## config.mk

```make
export PLATFORM = sky130hd
export DESIGN_NAME = rs232_tx_scheduler_flat
export DESIGN_NICKNAME = d
export VERILOG_FILES = /design/src/rtl/rs232_tx_scheduler_pkg.sv /design/src/rtl/rs232_tx_scheduler_if.sv /design/src/rtl/rs232_tx_scheduler_rr_arbiter.sv /design/src/rtl/rs232_tx_scheduler.sv /design/src/flat_wrapper.sv
export SDC_FILE = /design/constraint.sdc
export NUM_CORES = 1
export LEC_CHECK = 0
export CORE_MARGIN = 2
export CORE_UTILIZATION = 52
export CTS_BUF_LIST = sky130_fd_sc_hd__clkbuf_4 sky130_fd_sc_hd__clkbuf_8
export DETAILED_ROUTE_END_ITERATION = 7
export PLACE_DENSITY = 0.88
export SLEW_MARGIN = 25
export SYNTH_ARGS = -nofsm -noshare
export SYNTH_HDL_FRONTEND = slang
export SYNTH_SLANG_ARGS = --single-unit
```

## constraint.sdc

```tcl
create_clock -name clk -period 6.1 [get_ports clk]
set_clock_uncertainty 0.05 [all_clocks]
set_input_delay 1.22 -clock clk [delete_from_list [all_inputs] [get_ports clk]]
set_output_delay 1.22 -clock clk [all_outputs]
set_load 0.02 [all_outputs]
```

## src/rtl/rs232_tx_scheduler_pkg.sv

```systemverilog
// Shared definitions for the RS-232 transmit scheduler: FSM states, frame
// constants and a parity helper.
package rs232_pkg;

  typedef enum logic [2:0] {
    IDLE,
    START,
    DATA,
    PARITY,
    STOP
  } state_t;

  localparam int   DATA_BITS  = 8;
  localparam logic LINE_IDLE  = 1'b1;
  localparam logic LINE_START = 1'b0;

  // Even parity: the bit that makes the total count of ones even.
  function automatic logic even_parity(input logic [DATA_BITS-1:0] b);
    return ^b;
  endfunction

endpackage

```

## src/rtl/rs232_tx_scheduler_if.sv

```systemverilog
// Requester handshake and serial/status bundle of the RS-232 transmit scheduler.
interface rs232_tx_scheduler_if #(
  parameter int NUM_REQ = 4
);
  localparam int IDW = (NUM_REQ > 1) ? $clog2(NUM_REQ) : 1;

  logic [NUM_REQ-1:0]   req_valid;
  logic [8*NUM_REQ-1:0] req_data;
  logic [NUM_REQ-1:0]   req_ready;
  logic [IDW-1:0]       grant_id;
  logic                 op_bit;
  logic                 idle;
  logic                 start;
  logic                 stop;
  logic                 frame_done;

  modport master (
    output req_valid, req_data,
    input  req_ready, grant_id, op_bit, idle, start, stop, frame_done
  );

  modport slave (
    input  req_valid, req_data,
    output req_ready, grant_id, op_bit, idle, start, stop, frame_done
  );
endinterface

```

## src/rtl/rs232_tx_scheduler_rr_arbiter.sv

```systemverilog
// Combinational round-robin arbiter: first valid requester at or above rr_ptr,
// wrapping to the bottom of the vector.
module rs232_rr_arbiter #(
  parameter int NUM_REQ = 4,
  localparam int IDW = (NUM_REQ > 1) ? $clog2(NUM_REQ) : 1
) (
  input  logic [NUM_REQ-1:0] req_valid,
  input  logic [IDW-1:0]     rr_ptr,
  input  logic               enable,
  output logic [NUM_REQ-1:0] grant,
  output logic [IDW-1:0]     grant_idx,
  output logic               any_valid
);

  logic found;

  // Two passes give the wrap-around search without modulo arithmetic.
  always_comb begin
    found     = 1'b0;
    grant_idx = '0;
    for (int j = 0; j < NUM_REQ; j++) begin
      if (!found && (j >= int'(rr_ptr)) && req_valid[j]) begin
        found     = 1'b1;
        grant_idx = IDW'(j);
      end
    end
    for (int j = 0; j < NUM_REQ; j++) begin
      if (!found && (j < int'(rr_ptr)) && req_valid[j]) begin
        found     = 1'b1;
        grant_idx = IDW'(j);
      end
    end
  end

  assign any_valid = |req_valid;
  assign grant     = (enable && found) ? (NUM_REQ'(1) << grant_idx) : '0;

endmodule

```

## src/rtl/rs232_tx_scheduler.sv

```systemverilog
// Shares one RS-232 transmitter between NUM_REQ byte requesters: round-robin
// grant, then start bit, 8 data bits LSB first, optional even parity, stop bit(s).
module rs232_tx_scheduler
  import rs232_pkg::*;
#(
  parameter int NUM_REQ      = 4,
  parameter int CLKS_PER_BIT = 16,
  parameter int PARITY_EN    = 0,
  parameter int STOP_BITS    = 1
) (
  input  logic                 clk,
  input  logic                 rst_n,
  rs232_tx_scheduler_if.slave  bus
);

  localparam int             IDW       = (NUM_REQ > 1) ? $clog2(NUM_REQ) : 1;
  localparam int             CW        = $clog2(CLKS_PER_BIT);
  localparam logic [CW-1:0]  BAUD_LAST = CW'(CLKS_PER_BIT - 1);
  localparam logic [2:0]     BIT_LAST  = 3'(DATA_BITS - 1);
  localparam logic           STOP_LAST = 1'(STOP_BITS - 1);

  state_t               state, state_nxt;
  logic [DATA_BITS-1:0] shift_reg, win_data;
  logic                 parity_bit;
  logic [CW-1:0]        baud_cnt;
  logic [2:0]           bit_cnt;
  logic                 stop_cnt;
  logic [IDW-1:0]       rr_ptr, grant_id, win_idx;
  logic [NUM_REQ-1:0]   win_grant;
  logic                 any_valid, arb_en, accept, bit_end;
  logic                 op_bit, idle, start, stop, frame_done;

  assign arb_en  = (state == IDLE);
  assign accept  = arb_en & any_valid;
  assign bit_end = (baud_cnt == BAUD_LAST);

  rs232_rr_arbiter #(.NUM_REQ(NUM_REQ)) u_arb (
    .req_valid (bus.req_valid),
    .rr_ptr    (rr_ptr),
    .enable    (arb_en),
    .grant     (win_grant),
    .grant_idx (win_idx),
    .any_valid (any_valid)
  );

  always_comb begin
    win_data = '0;
    for (int j = 0; j < NUM_REQ; j++) begin
      if (win_grant[j]) win_data = bus.req_data[DATA_BITS*j +: DATA_BITS];
    end
  end

  always_ff @(posedge clk or negedge rst_n) begin
    if (!rst_n) state <= IDLE;
    else        state <= state_nxt;
  end

  always_comb begin
    state_nxt  = state;
    op_bit     = LINE_IDLE;
    idle       = 1'b0;
    start      = 1'b0;
    stop       = 1'b0;
    frame_done = 1'b0;
    case (state)
      IDLE: begin
        idle = 1'b1;
        if (accept) state_nxt = START;
      end
      START: begin
        op_bit = LINE_START;
        start  = 1'b1;
        if (bit_end) state_nxt = DATA;
      end
      DATA: begin
        op_bit = shift_reg[0];
        if (bit_end && bit_cnt == BIT_LAST)
          state_nxt = (PARITY_EN != 0) ? PARITY : STOP;
      end
      PARITY: begin
        op_bit = parity_bit;
        if (bit_end) state_nxt = STOP;
      end
      STOP: begin
        stop = 1'b1;
        if (bit_end && stop_cnt == STOP_LAST) begin
          frame_done = 1'b1;
          state_nxt  = IDLE;
        end
      end
      default: state_nxt = IDLE;
    endcase
  end

  // Counters run only while a frame is in flight; IDLE parks them at zero.
  always_ff @(posedge clk or negedge rst_n) begin
    if (!rst_n) begin
      shift_reg  <= '0;
      parity_bit <= 1'b0;
      baud_cnt   <= '0;
      bit_cnt    <= '0;
      stop_cnt   <= 1'b0;
      rr_ptr     <= '0;
      grant_id   <= '0;
    end else begin
      if (accept) begin
        shift_reg  <= win_data;
        parity_bit <= even_parity(win_data);
        grant_id   <= win_idx;
        rr_ptr     <= (win_idx == IDW'(NUM_REQ - 1)) ? '0 : win_idx + 1'b1;
      end else if (state == DATA && bit_end) begin
        shift_reg <= {LINE_IDLE, shift_reg[DATA_BITS-1:1]};
      end

      if (state == IDLE || bit_end) baud_cnt <= '0;
      else                          baud_cnt <= baud_cnt + 1'b1;

      if (state == IDLE)                bit_cnt <= '0;
      else if (state == DATA && bit_end) bit_cnt <= bit_cnt + 1'b1;

      if (state == IDLE)                stop_cnt <= 1'b0;
      else if (state == STOP && bit_end) stop_cnt <= stop_cnt + 1'b1;
    end
  end

  assign bus.req_ready  = win_grant;
  assign bus.grant_id   = grant_id;
  assign bus.op_bit     = op_bit;
  assign bus.idle       = idle;
  assign bus.start      = start;
  assign bus.stop       = stop;
  assign bus.frame_done = frame_done;

endmodule

```

## src/flat_wrapper.sv

```systemverilog
// flat-port wrapper written by rule: the top's interface ports become plain ports
module rs232_tx_scheduler_flat import rs232_pkg::*;
#(
  parameter int NUM_REQ      = 4,
  parameter int CLKS_PER_BIT = 16,
  parameter int PARITY_EN    = 0,
  parameter int STOP_BITS    = 1
)
  (clk, rst_n, bus_req_valid, bus_req_data, bus_req_ready, bus_grant_id, bus_op_bit, bus_idle, bus_start, bus_stop, bus_frame_done);
  rs232_tx_scheduler_if #(.NUM_REQ(NUM_REQ)) bus_i ();
  input  logic clk;
  input  logic rst_n;
  input wire logic [$bits(bus_i.req_valid)-1:0] bus_req_valid;
  input wire logic [$bits(bus_i.req_data)-1:0] bus_req_data;
  output wire logic [$bits(bus_i.req_ready)-1:0] bus_req_ready;
  output wire logic [$bits(bus_i.grant_id)-1:0] bus_grant_id;
  output wire logic [$bits(bus_i.op_bit)-1:0] bus_op_bit;
  output wire logic [$bits(bus_i.idle)-1:0] bus_idle;
  output wire logic [$bits(bus_i.start)-1:0] bus_start;
  output wire logic [$bits(bus_i.stop)-1:0] bus_stop;
  output wire logic [$bits(bus_i.frame_done)-1:0] bus_frame_done;
  assign bus_i.req_valid = bus_req_valid;
  assign bus_i.req_data = bus_req_data;
  assign bus_req_ready = bus_i.req_ready;
  assign bus_grant_id = bus_i.grant_id;
  assign bus_op_bit = bus_i.op_bit;
  assign bus_idle = bus_i.idle;
  assign bus_start = bus_i.start;
  assign bus_stop = bus_i.stop;
  assign bus_frame_done = bus_i.frame_done;
  rs232_tx_scheduler #(.NUM_REQ(NUM_REQ), .CLKS_PER_BIT(CLKS_PER_BIT), .PARITY_EN(PARITY_EN), .STOP_BITS(STOP_BITS)) u_core (.clk(clk), .rst_n(rst_n), .bus(bus_i));
endmodule
```

Word-level counts from Yosys, hierarchy flattened
Index checks and enable logic that the tools add are counted.

storage, ports and cells
  register bits after elaboration = 24
  bits in latches = 0
  RAM bits = 0
  bits in read-only memories = 0
  input bits = 38
  output and inout port bits = 11
  word-level logic and storage cells = 102
  memories kept = 0

operators by class
  $add $sub $neg = 4
  $mul = 0
  divide/modulo/power cells = 0
  $lt $le $gt $ge = 6
  eq/ne operators = 12
  shift-type cells = 1
  mux-type cells = 38
  bitwise gates (word level) = 2
  reductions and logical operators = 31

operators by type and width
  operator                                                                             number
  8-bit two-way mux                                                                    6
  3-bit two-way mux                                                                    7
  1-bit logical AND                                                                    17
  1-bit two-way mux                                                                    15
  3-bit case mux with 5 select lines                                                   1
  2-bit two-way mux                                                                    6
  4-bit two-way mux                                                                    2
  2-bit by 1-bit != test with 1-bit output (second input constant)                     4
  8-bit parity                                                                         1
  3-bit by 2-bit equality test with 1-bit output (second input constant)               2
  3-bit equality test (second input constant)                                          2
  1-bit zero test                                                                      6
  2-bit nonzero test                                                                   3
  5-bit AND reduction                                                                  1
  4-bit by 1-bit adder with 4-bit output (second input constant)                       1
  4-bit equality test (second input constant)                                          1
  1-bit by 2-bit greater-or-equal comparator with 1-bit output (first input constant)  2
  1-bit by 2-bit < comparator with 1-bit output (first input constant)                 2
  4-bit OR reduction                                                                   1
  1-bit by 2-bit << shifter with 4-bit output (first input constant)                   1
  3-bit by 1-bit adder with 3-bit output (second input constant)                       1
  3-bit by 1-bit equality test with 1-bit output (second input constant)               1
  3-bit zero test                                                                      1
  1-bit case mux with 3 select lines                                                   1
  other kinds (9)                                                                      9

Longest topological paths before layout
Gate-level depths: netlist of run 1.

  word-level depth = 33
  mapped depth = 13
  gate-level depth less buffers = 12

Cells and area by module
Synthesis of run 1 repeated with hierarchy kept, for this count alone.

second synthesis, totals
  cell total of the unflattened synthesis = 168
  area, all modules = 1554.0 µm²

modules (own cells, without submodules)
  module              instances  cells each  area an instance (µm²)  sequential area each (µm²)
  rs232_tx_scheduler  1          146         1393.8                  600.6
  rs232_rr_arbiter    1          22          160.2                   0.0

Worst setup path before layout of run 1
Ideal clock, no wire load.

  kind = input-to-output
  start point = input port bus_req_valid[0]
  end point = output port bus_req_ready[3]
  data arrival time = 2.573 ns
  required time = 4.830 ns
  setup slack = 2.257 ns
  stages = 7
  path buffers = 1
  cells stage by stage = nor2b_1 -> a21oi_1 -> o22ai_1 -> a21oi_1 -> ha_1 -> buf_1 -> and2_1

on the way
  word-level cells in the longest chain between the ends = 27
  elaborated cells on any way between the ends = 34
  classes of those cells = shift (1); mux (14); reduce/logical (19)

RTL lines
  element                                        RTL line                             RTL
  start, declared                                flat_wrapper.sv:13                   input wire logic [$bits(bus_i.req_valid)-1:0] bus_req_valid;
  1-bit logical AND                              rs232_tx_scheduler_rr_arbiter.sv:22  if (!found && (j >= int'(rr_ptr)) && req_valid[j]) begin
  1-bit two-way mux                              rs232_tx_scheduler_rr_arbiter.sv:22
  1-bit zero test                                rs232_tx_scheduler_rr_arbiter.sv:22
  1-bit logical AND (2 in a row)                 rs232_tx_scheduler_rr_arbiter.sv:22
  1-bit two-way mux                              rs232_tx_scheduler_rr_arbiter.sv:22
  1-bit zero test                                rs232_tx_scheduler_rr_arbiter.sv:22
  1-bit logical AND (2 in a row)                 rs232_tx_scheduler_rr_arbiter.sv:22
  1-bit two-way mux                              rs232_tx_scheduler_rr_arbiter.sv:22
  [8 not listed]                                 -
  1-bit logical AND (2 in a row)                 rs232_tx_scheduler_rr_arbiter.sv:28  if (!found && (j < int'(rr_ptr)) && req_valid[j]) begin
  1-bit two-way mux                              rs232_tx_scheduler_rr_arbiter.sv:28
  1-bit zero test                                rs232_tx_scheduler_rr_arbiter.sv:28
  1-bit logical AND (2 in a row)                 rs232_tx_scheduler_rr_arbiter.sv:28
  2-bit two-way mux *                            rs232_tx_scheduler_rr_arbiter.sv:28
  via u_core.u_arb.grant_idx[0]                  rs232_tx_scheduler_rr_arbiter.sv:11  output logic [IDW-1:0] grant_idx,
  1-bit by 2-bit << shifter with 4-bit output *  rs232_tx_scheduler_rr_arbiter.sv:36  assign grant = (enable && found) ? (NUM_REQ'(1) << grant_idx) : '0;
  4-bit two-way mux *                            rs232_tx_scheduler_rr_arbiter.sv:36
  end, declared                                  flat_wrapper.sv:15                   output wire logic [$bits(bus_i.req_ready)-1:0] bus_req_ready;

Mark *: on every way through the listed nets, which the timed path passes. The rest lies on a longest branch.

Worst setup path after layout of run 1
Same ends and word-level chain as after synthesis.

==> flow_summary.yaml, run 1 <==
clocking:
  clock-sinks: 24
  cts.repair.resized: 0
  clk_pin_slew_worst_paths_ps: 130
  htreeDepth: 1
  cts_hold_buf: 0
  cts_made_buffers: 3
  insertion_delay_ps: 310
  cts_setup_buffers: 0
  cts_tree: "built"
  cts-root-buf: "clkbuf_4"
  cts_max_path_buffers: 2
floorplan:
  ioPinCount: 49
  die_h_um: 59.6
  dieArea_sq_mm: 0.00355
  fp.dieW_um: 59.6
  num_rows: 20
  start_util: 0.535
  core_sq_mm: 0.00300
finish:
  fill_cells: 229
  area_growth_pct: 32.0
  antenna_cells: 0
  final_core_util: 0.706
  drive_gt1_frac: 0.0685
  multiInputGateArea_sq_um: 921
  seqCellArea_sq_um: 601
  final_nets: 265
  fin_cells: 252
  largest_reg_flops: 8
power:
  irDropWorstVdd_uv: 159
  p_sw_frac: 0.271
  p_int_w: 0.000264
  power_switching_w: 0.0000983
  leakagePower_nw: 0.927
  p_seq_frac: 0.459
  power_frac_clock: 0.229
  power.density_mw_per_mm2: 171
  comb_power_share: 0.312
sta:
  setup-violations-final: 0
  slew_headroom: 0.462
  fin_crit_sh: 0.836
  min_period_ps: 5100
  fin_setup_tns_ps: 0
  worst_slew_pin_slew_ps: 804
  rsz0062_at_grt: "no"
  holdWs_ps: 434
  max_freq_mhz: 196
  drv_slew: 0
  setup_slack_ps: 1000
  finalHoldViolCount: 0
placed_design:
  dp_slack_ps: 1030
  place.gp.congestion: 0.751
  dp_cells: 248
  io_buffers: 48
  place_hpwl_um: 3010
worst_setup_path:
  worstRegToRegCells: 11
  cp-end-kind: "primary output"
  start_kind: "input pin"
  crit_required_ps: 4830
  crit_arrival_ps: 3830
  r2r_slack_ps: 2920
  worstPathMaxFanout: 22
  crit_start: "bus_req_valid[0]"
  endpoint: "bus_req_ready[3]"
  r2r-end: "u_core.parity_bit"
  setup.worst_path.class: "in2out"
  r2r_start: "u_core.rr_ptr[0]"
logic_synthesis:
  ys_types: 40
  seq_area_frac_synth: 0.374
  syn_nets: 218
  syn_area_per_cell_sq_um: 9.28
  netlist_area_sq_mm: 0.00161
  syn_inst: 173
  ys_warn_count: 0
  synth-seq-cells: 24
global_route:
  grt_usage: 0.219
  grt_pass1_wl_um: 5930
  grt_pass1_vias: 1375
  gr-total-overflow: 0
  antenna_found_initial: 0
  grt_start_max_net_pins: 25
detailed_routing:
  drt-initial-drc-count: 85
  vias: 1464
  ant_nets: 0
  first_pass_iters: 4
  vias_per_cell: 5.81
  wl_per_cell_um: 15.3
  drc_errors: 0
  routed_wl_um: 3840
worst_hold_path:
  min_path_type: "reg2reg"
job:
  maxCapViolCount: 0
outcome:
  outcome: "completed"
==> final cells by class <==
cell class                      instances  area share
Clock buffer                            4      0.0171
Inverter                               10      0.0177
Multi-Input combinational cell        132       0.434
Sequential cell                        24       0.283
Tap cell                               33      0.0195
Timing Repair Buffer                   49       0.228
==> synth_stat cells, drive strengths merged <==
cell	count	share of area
dfrtp	24	0.37
nor2	20	0.047
nand2	14	0.033
o21ai	12	0.037
inv	10	0.023
a211oi	8	0.050
and2	8	0.032
ha	7	0.055
a221o	6	0.038
nor2b	6	0.028
a221oi	5	0.035
nand2b	5	0.019
a21oi	4	0.012
buf	4	0.016
nand3b	4	0.019
nor3b	4	0.019
xnor2	4	0.022
a22oi	3	0.014
clkbuf	3	0.013
mux2i	3	0.019
nand3	3	0.0094
o22ai	3	0.012
and3	2	0.0078
nor3	2	0.0062
xnor3	2	0.028
xor2	2	0.011
nor4	1	0.0039
o211ai	1	0.0047
o21a	1	0.0047
or2	1	0.0039
or3	1	0.0039
==> cell usage in the layout (no fill, tap or decap), types with 2 or more instances in the layout <==
master           netlist  layout
a211oi_1               4       4
a211oi_2               4       4
a21oi_1                4       4
a221o_1                5       5
a221oi_1               3       3
a221oi_2               2       2
a22oi_1                3       3
and2_1                 7       7
and3_1                 2       2
clkbuf_4               0       3
clkdlybuf4s50_1        0      47
dfrtp_1               24      24
ha_1                   7       7
inv_1                 10      10
mux2i_1                3       3
nand2_1               14      14
nand2b_1               5       5
nand3_1                3       3
nand3b_1               4       4
nor2_1                20      20
nor2b_1                5       5
nor3_1                 2       2
nor3b_1                4       4
o21ai_0               11      11
o22ai_1                3       3
xnor2_1                4       4
xnor3_1                2       2
xor2_1                 2       2
==> worst min path at each step <==
stage	depth (start not counted)	slack [ps]	to	start
2_1_floorplan	1	380	u_core.baud_cnt[0]	u_core.baud_cnt[0]
3_3_place_gp	1	390	u_core.baud_cnt[0]	u_core.baud_cnt[0]
3_5_place_dp	1	420	u_core.baud_cnt[0]	u_core.baud_cnt[0]
4_1_cts	1	430	u_core.baud_cnt[0]	u_core.baud_cnt[0]
5_1_grt	1	460	u_core.baud_cnt[0]	u_core.baud_cnt[0]
6_report	1	430	u_core.baud_cnt[0]	u_core.baud_cnt[0]
==> layer usage <==
layer,routed length (um),vias up,global-route usage
met1,1620,701,0.276
met2,2030,39,0.380
met5,0,-,0
met4,66,0,0.0667
met3,129,8,0.0415
li1,-,716,-
==> critical path: stages <==
cell and delay, ps:
clkdlybuf4s50_1 460, nor2b_1 170, a21oi_1 120, o22ai_1 90, a21oi_1 280, ha_1 660, and2_1 220, clkdlybuf4s50_1 600
==> logic make-up after synthesis <==
group                    Yosys count  synth area share
adder cells (fa/ha/maj)            7            0.0546
buffers and inverters             17            0.0522
flip-flops                        24             0.374
multiplexers                       3            0.0187
AND/OR/NAND/NOR                   71             0.231
XOR/XNOR                           8            0.0608
AO/OA/AOI/OAI                     43             0.208
==> power groups by stage <==
stage	sequential, W	combinational, W	clock [W]
after floorplan	0.000169	0.0000731	0
after global placement	0.000168	0.000109	0
after detailed placement	0.000169	0.000113	0
after CTS	0.000166	0.000113	0.0000847
after global routing	0.000166	0.000121	0.0000938
final	0.000166	0.000113	0.0000829
==> through the flow <==
step	instance area, sq um	power (W)
after floorplan	1610	0.000242
after detailed placement	2090	0.000282
after global placement	2090	0.000277
after global routing	2120	0.000381
after CTS	2120	0.000364
final	2120	0.000362
No activity file was read; power rests on OpenSTA's default activity.
==> run 2: changes to the inputs <==
--- a/config.mk
+++ b/config.mk
@@ -6,10 +6,10 @@
 export NUM_CORES = 1
 export LEC_CHECK = 0
 export CORE_MARGIN = 2
-export CORE_UTILIZATION = 52
+export CORE_UTILIZATION = 48
 export CTS_BUF_LIST = sky130_fd_sc_hd__clkbuf_4 sky130_fd_sc_hd__clkbuf_8
 export DETAILED_ROUTE_END_ITERATION = 7
-export PLACE_DENSITY = 0.88
+export PLACE_DENSITY = 0.82
 export SLEW_MARGIN = 25
 export SYNTH_ARGS = -nofsm -noshare
 export SYNTH_HDL_FRONTEND = slang
==> constraint.sdc (replaced) <==
create_clock -name clk -period 5.2 [get_ports clk]
set_clock_uncertainty 0.05 [all_clocks]
set_input_delay 1.04 -clock clk [delete_from_list [all_inputs] [get_ports clk]]
set_output_delay 1.04 -clock clk [all_outputs]
set_load 0.02 [all_outputs]
==> run 2 against run 1 <==
Cell count is 5.2% higher. Largest cell class unchanged. Global-route usage is 1.1 points lower. Via count is 1.6% lower. First-iteration DRC count is 24% lower. Worst setup slack worse by 310 ps. Core utilization is 2.1 points lower. Flip-flop and latch count stayed put. Highest routed layer unchanged. Sequential share of layout area is 0.30 points lower.
==> flow_summary.yaml, run 2 (same netlist as run 1, synthesis figures left out) <==
detailed_routing:
  vias_per_cell: 5.43
  ant_nets: 0
  drc_errors: 0
  vias: 1440
  routed_wl_um: 3560
  drt-initial-drc-count: 65
  wl_per_cell_um: 13.4
  first_pass_iters: 4
clocking:
  cts_made_buffers: 3
  insertion_delay_ps: 310
  cts_hold_buf: 0
  clock-sinks: 24
  cts_max_path_buffers: 2
  clk_pin_slew_worst_paths_ps: 120
  htreeDepth: 1
  cts.repair.resized: 0
  cts_setup_buffers: 0
  cts-root-buf: "clkbuf_4"
  cts_tree: "built"
worst_setup_path:
  cpPeakStageDelay_ps: 600
  worstRegToRegCells: 12
  critPathTopFamily: "buffers and inverters"
  r2r_start: "u_core.rr_ptr[0]"
  cp-end-kind: "primary output"
  crit_arrival_ps: 3420
  crit_slowest_cell: "clkdlybuf4s50_1"
  worstPathMaxFanout: 14
  r2r_slack_ps: 2140
  crit_chain: "clkdlybuf4s50_1 > nor2b_1 > a21oi_1 > o22ai_1 > a21oi_1 > inv_1 > ha_1 > and2_1 > clkdlybuf4s50_1"
  start_kind: "input pin"
  setup.worst_path.class: "in2out"
  r2r-end: "u_core.parity_bit"
  critical_path.n_buffers_inverters: 3
  crit_required_ps: 4110
job:
  maxCapViolCount: 0
global_route:
  grt_pass1_vias: 1402
  gr-total-overflow: 0
  top_usage_layer: "met2"
  grt_start_max_net_pins: 25
  gr-usage-met3: 0.0207
  antenna_found_initial: 0
  gr-usage-met1: 0.255
  grt_usage: 0.208
  grtUsageMet2: 0.376
  grt_pass1_wl_um: 5960
floorplan:
  start_util: 0.513
  num_rows: 20
  fp.dieW_um: 61.8
  core_sq_mm: 0.00313
  ioPinCount: 49
  die_h_um: 61.8
  dieArea_sq_mm: 0.00382
placed_design:
  io_buffers: 48
  place.gp.congestion: 0.846
  place_hpwl_um: 2880
  dp_slack_ps: 743
finish:
  multiInputGateArea_sq_um: 921
  antenna_cells: 0
  layout_commonest_cell: "clkdlybuf4s50_1"
  seqCellArea_sq_um: 601
  largest_reg_flops: 8
  final_nets: 268
  area_growth_pct: 33.4
  final_cell_mix: "clkdlybuf4s50_1, dfrtp_1, nor2_1, nand2_1, o21ai_0"
  fill_cells: 257
  drive_gt1_frac: 0.0769
worst_hold_path:
  min_path_type: "reg2reg"
  hp-start: "u_core.baud_cnt[0]"
  hold_path_end: "u_core.baud_cnt[0]"
  worstHoldPathCells: 1
sta:
  fin_crit_sh: 0.866
  slew_headroom: 0.651
  fin_setup_tns_ps: 0
  setup_slack_ps: 695
  finalHoldViolCount: 0
  max_freq_mhz: 222
  worst_slew_pin_slew_ps: 523
  drv_slew: 0
  min_period_ps: 4510
  rsz0062_at_grt: "no"
  setup-violations-final: 0
outcome:
  outcome: "completed"
power:
  power.density_mw_per_mm2: 189
  irDropWorstVdd_uv: 90.3
  total_power_w: 0.000405
  leakagePower_nw: 0.936
run 2: metal layers:
| metal | wire [um] | vias up |
|---|---|---|
| met5 | 0 | - |
| met4 | 44 | 0 |
| met3 | 225 | 6 |
| met2 | 1790 | 53 |
| met1 | 1500 | 673 |
| li1 | - | 708 |
run 2: cell type report:
type	instances	share of cell area
Clock buffer	3	0.0105
Inverter	10	0.0175
Multi-Input combinational cell	132	0.430
Sequential cell	24	0.280
Tap cell	44	0.0257
Timing Repair Buffer	52	0.236
run 2: worst max-delay path by stage:
stage                     start  cells after the start                to
2_1_floorplan  bus_req_valid[0]                      7  bus_req_ready[3]
3_3_place_gp   bus_req_valid[1]                      9  bus_req_ready[2]
3_5_place_dp   bus_req_valid[0]                      9  bus_req_ready[2]
4_1_cts        bus_req_valid[0]                      9  bus_req_ready[2]
5_1_grt        bus_req_valid[0]                      9  bus_req_ready[2]
6_report       bus_req_valid[0]                      9  bus_req_ready[2]
run 2: metrics by stage:
| stage | hold slack (ps) | util | instance area [sq um] | instances |
|---|---|---|---|---|
| after floorplan | 380 | - | 1610 | 173 |
| after global placement | 393 | 0.679 | 2120 | 262 |
| after detailed placement | 406 | 0.679 | 2120 | 262 |
| after CTS | 423 | 0.686 | 2150 | 265 |
| after global routing | 465 | 0.685 | 2140 | 265 |
| final | 425 | 0.685 | 2140 | 265 |
run 2: report_power, final:
part / leakage [nW] / total, W / switching [W] / internal [W]
clock: 0.0138 / 0.0000781 / 0.0000510 / 0.0000271
sequential: 0.296 / 0.000194 / 0.00000297 / 0.000191
combinational: 0.626 / 0.000132 / 0.0000562 / 0.0000762
total: 0.936 / 0.000405 / 0.000110 / 0.000295
==> RTL edit 1: new RTL, settings of run 2 <==
`DATA_BITS`: 8 -> 10.
--- a/src/rtl/rs232_tx_scheduler_pkg.sv
+++ b/src/rtl/rs232_tx_scheduler_pkg.sv
@@ -10,7 +10,7 @@
     STOP
   } state_t;
 
-  localparam int   DATA_BITS  = 8;
+  localparam int   DATA_BITS  = 10;
   localparam logic LINE_IDLE  = 1'b1;
   localparam logic LINE_START = 1'b0;
 
Formal check against the unedited RTL: same outputs for any inputs over 10 cycles, from zero or initial values and one cycle with rst_n low; that may be too few to reach the edited logic, so the function may still have changed.
==> RTL edit 1 against run 2 <==
Critical path depth down 2. Wire length grew 3.5%. Sequential cell count grew 2. Setup slack worse by 0.28 ns. Final area grew 5.6%. Largest cell class unchanged. Highest routed layer unchanged. Synthesized area rose by 6.1%. Total power is 12% higher. Hold slack improved by 0.0010 ns. Global-route usage fell by 1.3 points.
==> RTL edit 1: results (changes against run 2) <==
stage;metric;value;unit;change
synthesis;ys_top_cells_by_count;dfrtp_1, nand2_1, a21oi_1;;
place;hpwl;2899;um;+0.79%
min_path;hold_depth;1;;unchanged
setup_path;ff2ff_setup_slack;1.62;ns;-0.52 ns
detailed_routing;drt_wl_total;3686;um;+3.5%
status;status;finished, final reports clean;;
global_routing;grt_use_total;19.47;%;-1.3 points
clock_tree;post_cts_buffers;0;;unchanged
setup_path;reg2reg_depth;11;;-1
setup_path;setup.worst_path.start;bus_req_valid[3];;
synthesis;synth_cell_types;41;;+2.5%
synthesis;ys_seq_area_share;38.21;%;+0.79 points
synthesis;ys_top_cells_by_area;dfrtp_1, nand2_1, ha_1;;
detailed_routing;viasPerCell;5.278;;-2.9%
place;routabilityCongestion;0.7528;;-11%
place;place_inst;284;;+8.4%
layout;largest_register_ffs;10;;+2
clock_tree;clock_latency;0.32;ns;
synthesis;postSynthAreaPerCell;8.733;um^2;-5.9%
global_routing;first_global_vias;1451;;+3.5%
layout;seq_area;650.6;um^2;+8.3%
power_and_ir_drop;p_leak;0.0009902;uW;+5.8%
detailed_routing;wl_per_cell;12.80;um;-4.8%
detailed_routing;drtIter0Drc;119;;+83%
synthesis;synth_top_area_share;38.21;%;+0.79 points
power_and_ir_drop;peakVddDrop;89.24;uV;-1.2%
global_routing;grt_max_degree;27;;+8.0%
clock_tree;root_buffer;clkbuf_4;;
min_path;hp-class;reg -> reg;;
sta;max-slew-margin-rel;43.85;%;-21 points
setup_path;cp_max_fo;17;;+3
global_routing;grt_pass1_wl;6410;um;+7.5%
place;io_buffers;48;;unchanged
synthesis;syn-num-nets;240;;+10%
synthesis;ys_warn_count;0;;unchanged
clock_tree;clk_path_buf_depth;2;;unchanged
layout;nets;288;;+7.5%
layout;fill_cells;300;;+17%
clock_tree;clk_pin_slew_worst_paths;0.14;ns;+0.02 ns
synthesis;synth_flop_cell;dfrtp_1;;
layout;layout-drive-gt1-share;6.198;%;-1.5 points
[RTL edit 1: cell types whose count changed after synthesis, moves of 5 or more]
cell,delta
a21oi_1,+13
nand2_1,+12
o2bb2ai_1,+5
nor2_1,-7
[RTL edit 1: final cells by class]
| type | count | share of cell area [%] |
|---|---|---|
| multi-input combinational | 151 | 43.03 |
| sequential | 26 | 28.76 |
| timing repair buffer | 52 | 22.57 |
| tap | 46 | 2.544 |
| clock buffer | 4 | 1.604 |
| inverter | 9 | 1.493 |
[RTL edit 1: worst max-delay path, cell delays in order]
cell             delay, ns
clkdlybuf4s50_1       0.54
inv_1                 0.06
a22o_1                0.17
a211oi_1              0.50
ha_1                  0.58
and2_1                0.21
clkdlybuf4s50_1       0.60
[RTL edit 1: stage by stage]
stage / instance area, um^2 / hold WS [ns] / setup slack [ns]
floorplan: 1703 / 0.3800 / 1.410
global placement: 2226 / 0.4028 / 0.4863
detailed placement: 2226 / 0.4070 / 0.4547
CTS: 2262 / 0.4252 / 0.4273
global route: 2262 / 0.4604 / 0.1770
finish: 2262 / 0.4262 / 0.4112
[RTL edit 1: worst paths after layout]
path                                            end
worst max-delay path               bus_req_ready[1]
worst min-delay path             u_core.baud_cnt[0]
worst max register to register    u_core.parity_bit
worst min register to register   u_core.baud_cnt[0]
max in group asynchronous       u_core.shift_reg[6]
min in group asynchronous           u_core.state[2]
[RTL edit 1: metal layers]
metal / track usage [%] / vias to the layer above / share of wire [%]
li1: - / 783 / -
met3: 2.143 / 4 / 5.4
met2: 33.16 / 49 / 47
met5: 0 / - / 0
met1: 26.02 / 684 / 47
met4: 5.707 / 0 / 1.1
[RTL edit 1: logic make-up after synthesis]
| group | share of synthesized area, % |
|---|---|
| AND/OR/NAND/NOR | 22.70 |
| buffers and inverters | 4.629 |
| AO/OA/AOI/OAI | 21.09 |
| adder cells (fa/ha/maj) | 5.143 |
| multiplexers | 2.351 |
| XOR/XNOR | 5.878 |
| flip-flops | 38.21 |
[RTL edit 1: report_power, final]
part | internal [uW] | switching [uW] | total, uW
registers | 213 | 7.81 | 221
clock network | 42.8 | 59.3 | 102
logic | 76.0 | 52.9 | 129
==> RTL edit 2: new RTL, flow settings as in run 2 <==
Made on the original files. Encoding of `state_t`: now one-hot (5 bits for 5 states).
--- a/src/rtl/rs232_tx_scheduler_pkg.sv
+++ b/src/rtl/rs232_tx_scheduler_pkg.sv
@@ -2,12 +2,12 @@
 // constants and a parity helper.
 package rs232_pkg;
 
-  typedef enum logic [2:0] {
-    IDLE,
-    START,
-    DATA,
-    PARITY,
-    STOP
+  typedef enum logic [4:0] {
+    IDLE   = 5'b00001,
+    START  = 5'b00010,
+    DATA   = 5'b00100,
+    PARITY = 5'b01000,
+    STOP   = 5'b10000
   } state_t;
 
   localparam int   DATA_BITS  = 8;
Check against the original RTL: no difference found for any inputs over 10 cycles, from zero or initial values and one cycle with rst_n low; not proved beyond that.
==> RTL edit 2 against run 2 <==
Die area is 11% higher. Wire length is 0.22% lower. Setup slack worse by 0.022 ns. Synthesized area is 11% higher. Global-route usage is 2.2 points lower. Synthesized cell count is 15% higher. Sequential cell count stayed put. Final area is 7.8% higher. Critical path depth is 2 lower. Fmax is 0.50% lower. Critical path type unchanged. Largest cell class unchanged.
Power is not compared: it rests on default switching activity, and its combinational part moved more than twofold at a synthesized area within 25%.
==> RTL edit 2: results (changes against run 2) <==
stage;metric;value;unit;change
layout;fin_cells;288;;+8.7%
synthesis;synth_cell_types;40;;unchanged
global_routing;grt_use_total;18.63;%;-2.2 points
sta;max-slew-margin-rel;40.66;%;-24 points
detailed_routing;drt_wl_total;3554;um;-0.22%
setup_path;critPathMaxStageDelay;0.55;ns;-0.05 ns
global_routing;first_global_vias;1391;;-0.78%
clock_tree;clk_pin_slew_worst_paths;0.08;ns;-0.04 ns
setup_path;reg2reg_from;u_core.rr_ptr[1];;
layout;nets;286;;+6.7%
clock_tree;root_buffer;clkbuf_8;;
global_routing;grtUsageMet1;27.13;%;+1.6 points
synthesis;yosys.area_share.adder;4.895;%;-0.56 points
global_routing;met3_usage;1.563;%;-0.51 points
clock_tree;cts-resized-gates;0;;unchanged
detailed_routing;wl_met3;161;um;-28%
global_routing;met2_usage;29.12;%;-8.5 points
place;place_inst;284;;+8.4%
synthesis;synth_mux_area_share;1.818;%;-0.052 points
setup_path;cp_top_family;buffers and inverters;;
clock_tree;post_cts_buffers;0;;unchanged
power_and_ir_drop;p_sw;427.3;uW;
place;routabilityCongestion;0.7893;;-6.7%
synthesis;synthXorXnorAreaFrac;1.469;%;-4.6 points
detailed_routing;drt_pre_antenna_iters;4;;unchanged
place;hpwl;2745;um;-4.6%
synthesis;synth_compound_area_share;22.45;%;+1.6 points
clock_tree;clk_path_buf_depth;2;;unchanged
detailed_routing;dr_wl_met2;1601;um;-11%
synthesis;ys_seq_area_share;33.64;%;-3.8 points
status;status;finished, final reports clean;;
global_routing;grt_pass1_wl;6244;um;+4.7%
place;dp_slack;0.6546;ns;-0.08824 ns
place;place_area;0.002255;mm^2;+6.1%
synthesis;ys_top_cells_by_count;nor2_1, dfrtp_1, nand2_1;;
setup_path;setup.worst_path.start;bus_req_valid[3];;
global_routing;antenna_found_initial;0;;unchanged
clock_tree;clock_latency;0.26;ns;-0.05 ns
synthesis;postSynthAreaPerCell;8.991;um^2;-3.1%
setup_path;cp_max_fo;17;;+3
power_and_ir_drop;p_leak;0.0009419;uW;
setup_path;arrival;3.44;ns;+0.02 ns
clock_tree;cts_buffers;3;;unchanged
detailed_routing;m1WireLength;1777;um;+19%
layout;layout-drive-gt1-share;8.750;%;+1.1 points
detailed_routing;drtIter0Drc;77;;+18%
clock_tree;h-tree-depth;1;;unchanged
synthesis;ys_top_cells_by_area;dfrtp_1, a2111oi_4, nor2_1;;
detailed_routing;viasPerCell;5.240;;-3.6%
synthesis;syn-num-nets;244;;+12%
[RTL edit 2: cell type report]
type	instances	area, um^2
fillers	327	1324
multi-input cells	149	1041
flip-flops and latches	24	601.8
repair buffers	50	490.5
inverters	13	61.31
well taps	48	60.06
clock buffers	4	55.05
[RTL edit 2: power by group through the flow]
stage	registers, uW	clock network [uW]	logic [uW]
2_1_floorplan	312	0	480
4_1_cts	321	127	590
6_report	322	123	585
3_3_place_gp	321	0	581
5_1_grt	331	137	649
3_5_place_dp	324	0	587
[RTL edit 2: final timing paths]
| kind | cells after the start | endpoint | slack [ns] |
|---|---|---|---|
| setup / recovery | 7 | bus_req_ready[1] | 0.67 |
| hold / removal | 1 | u_core.baud_cnt[0] | 0.42 |
| setup reg to reg | 7 | u_core.shift_reg[5] | 2.44 |
| hold reg to reg | 1 | u_core.baud_cnt[0] | 0.42 |
| max in group asynchronous | 1 | u_core.state[0] | 4.03 |
| min in group asynchronous | 1 | u_core.baud_cnt[2] | 0.70 |
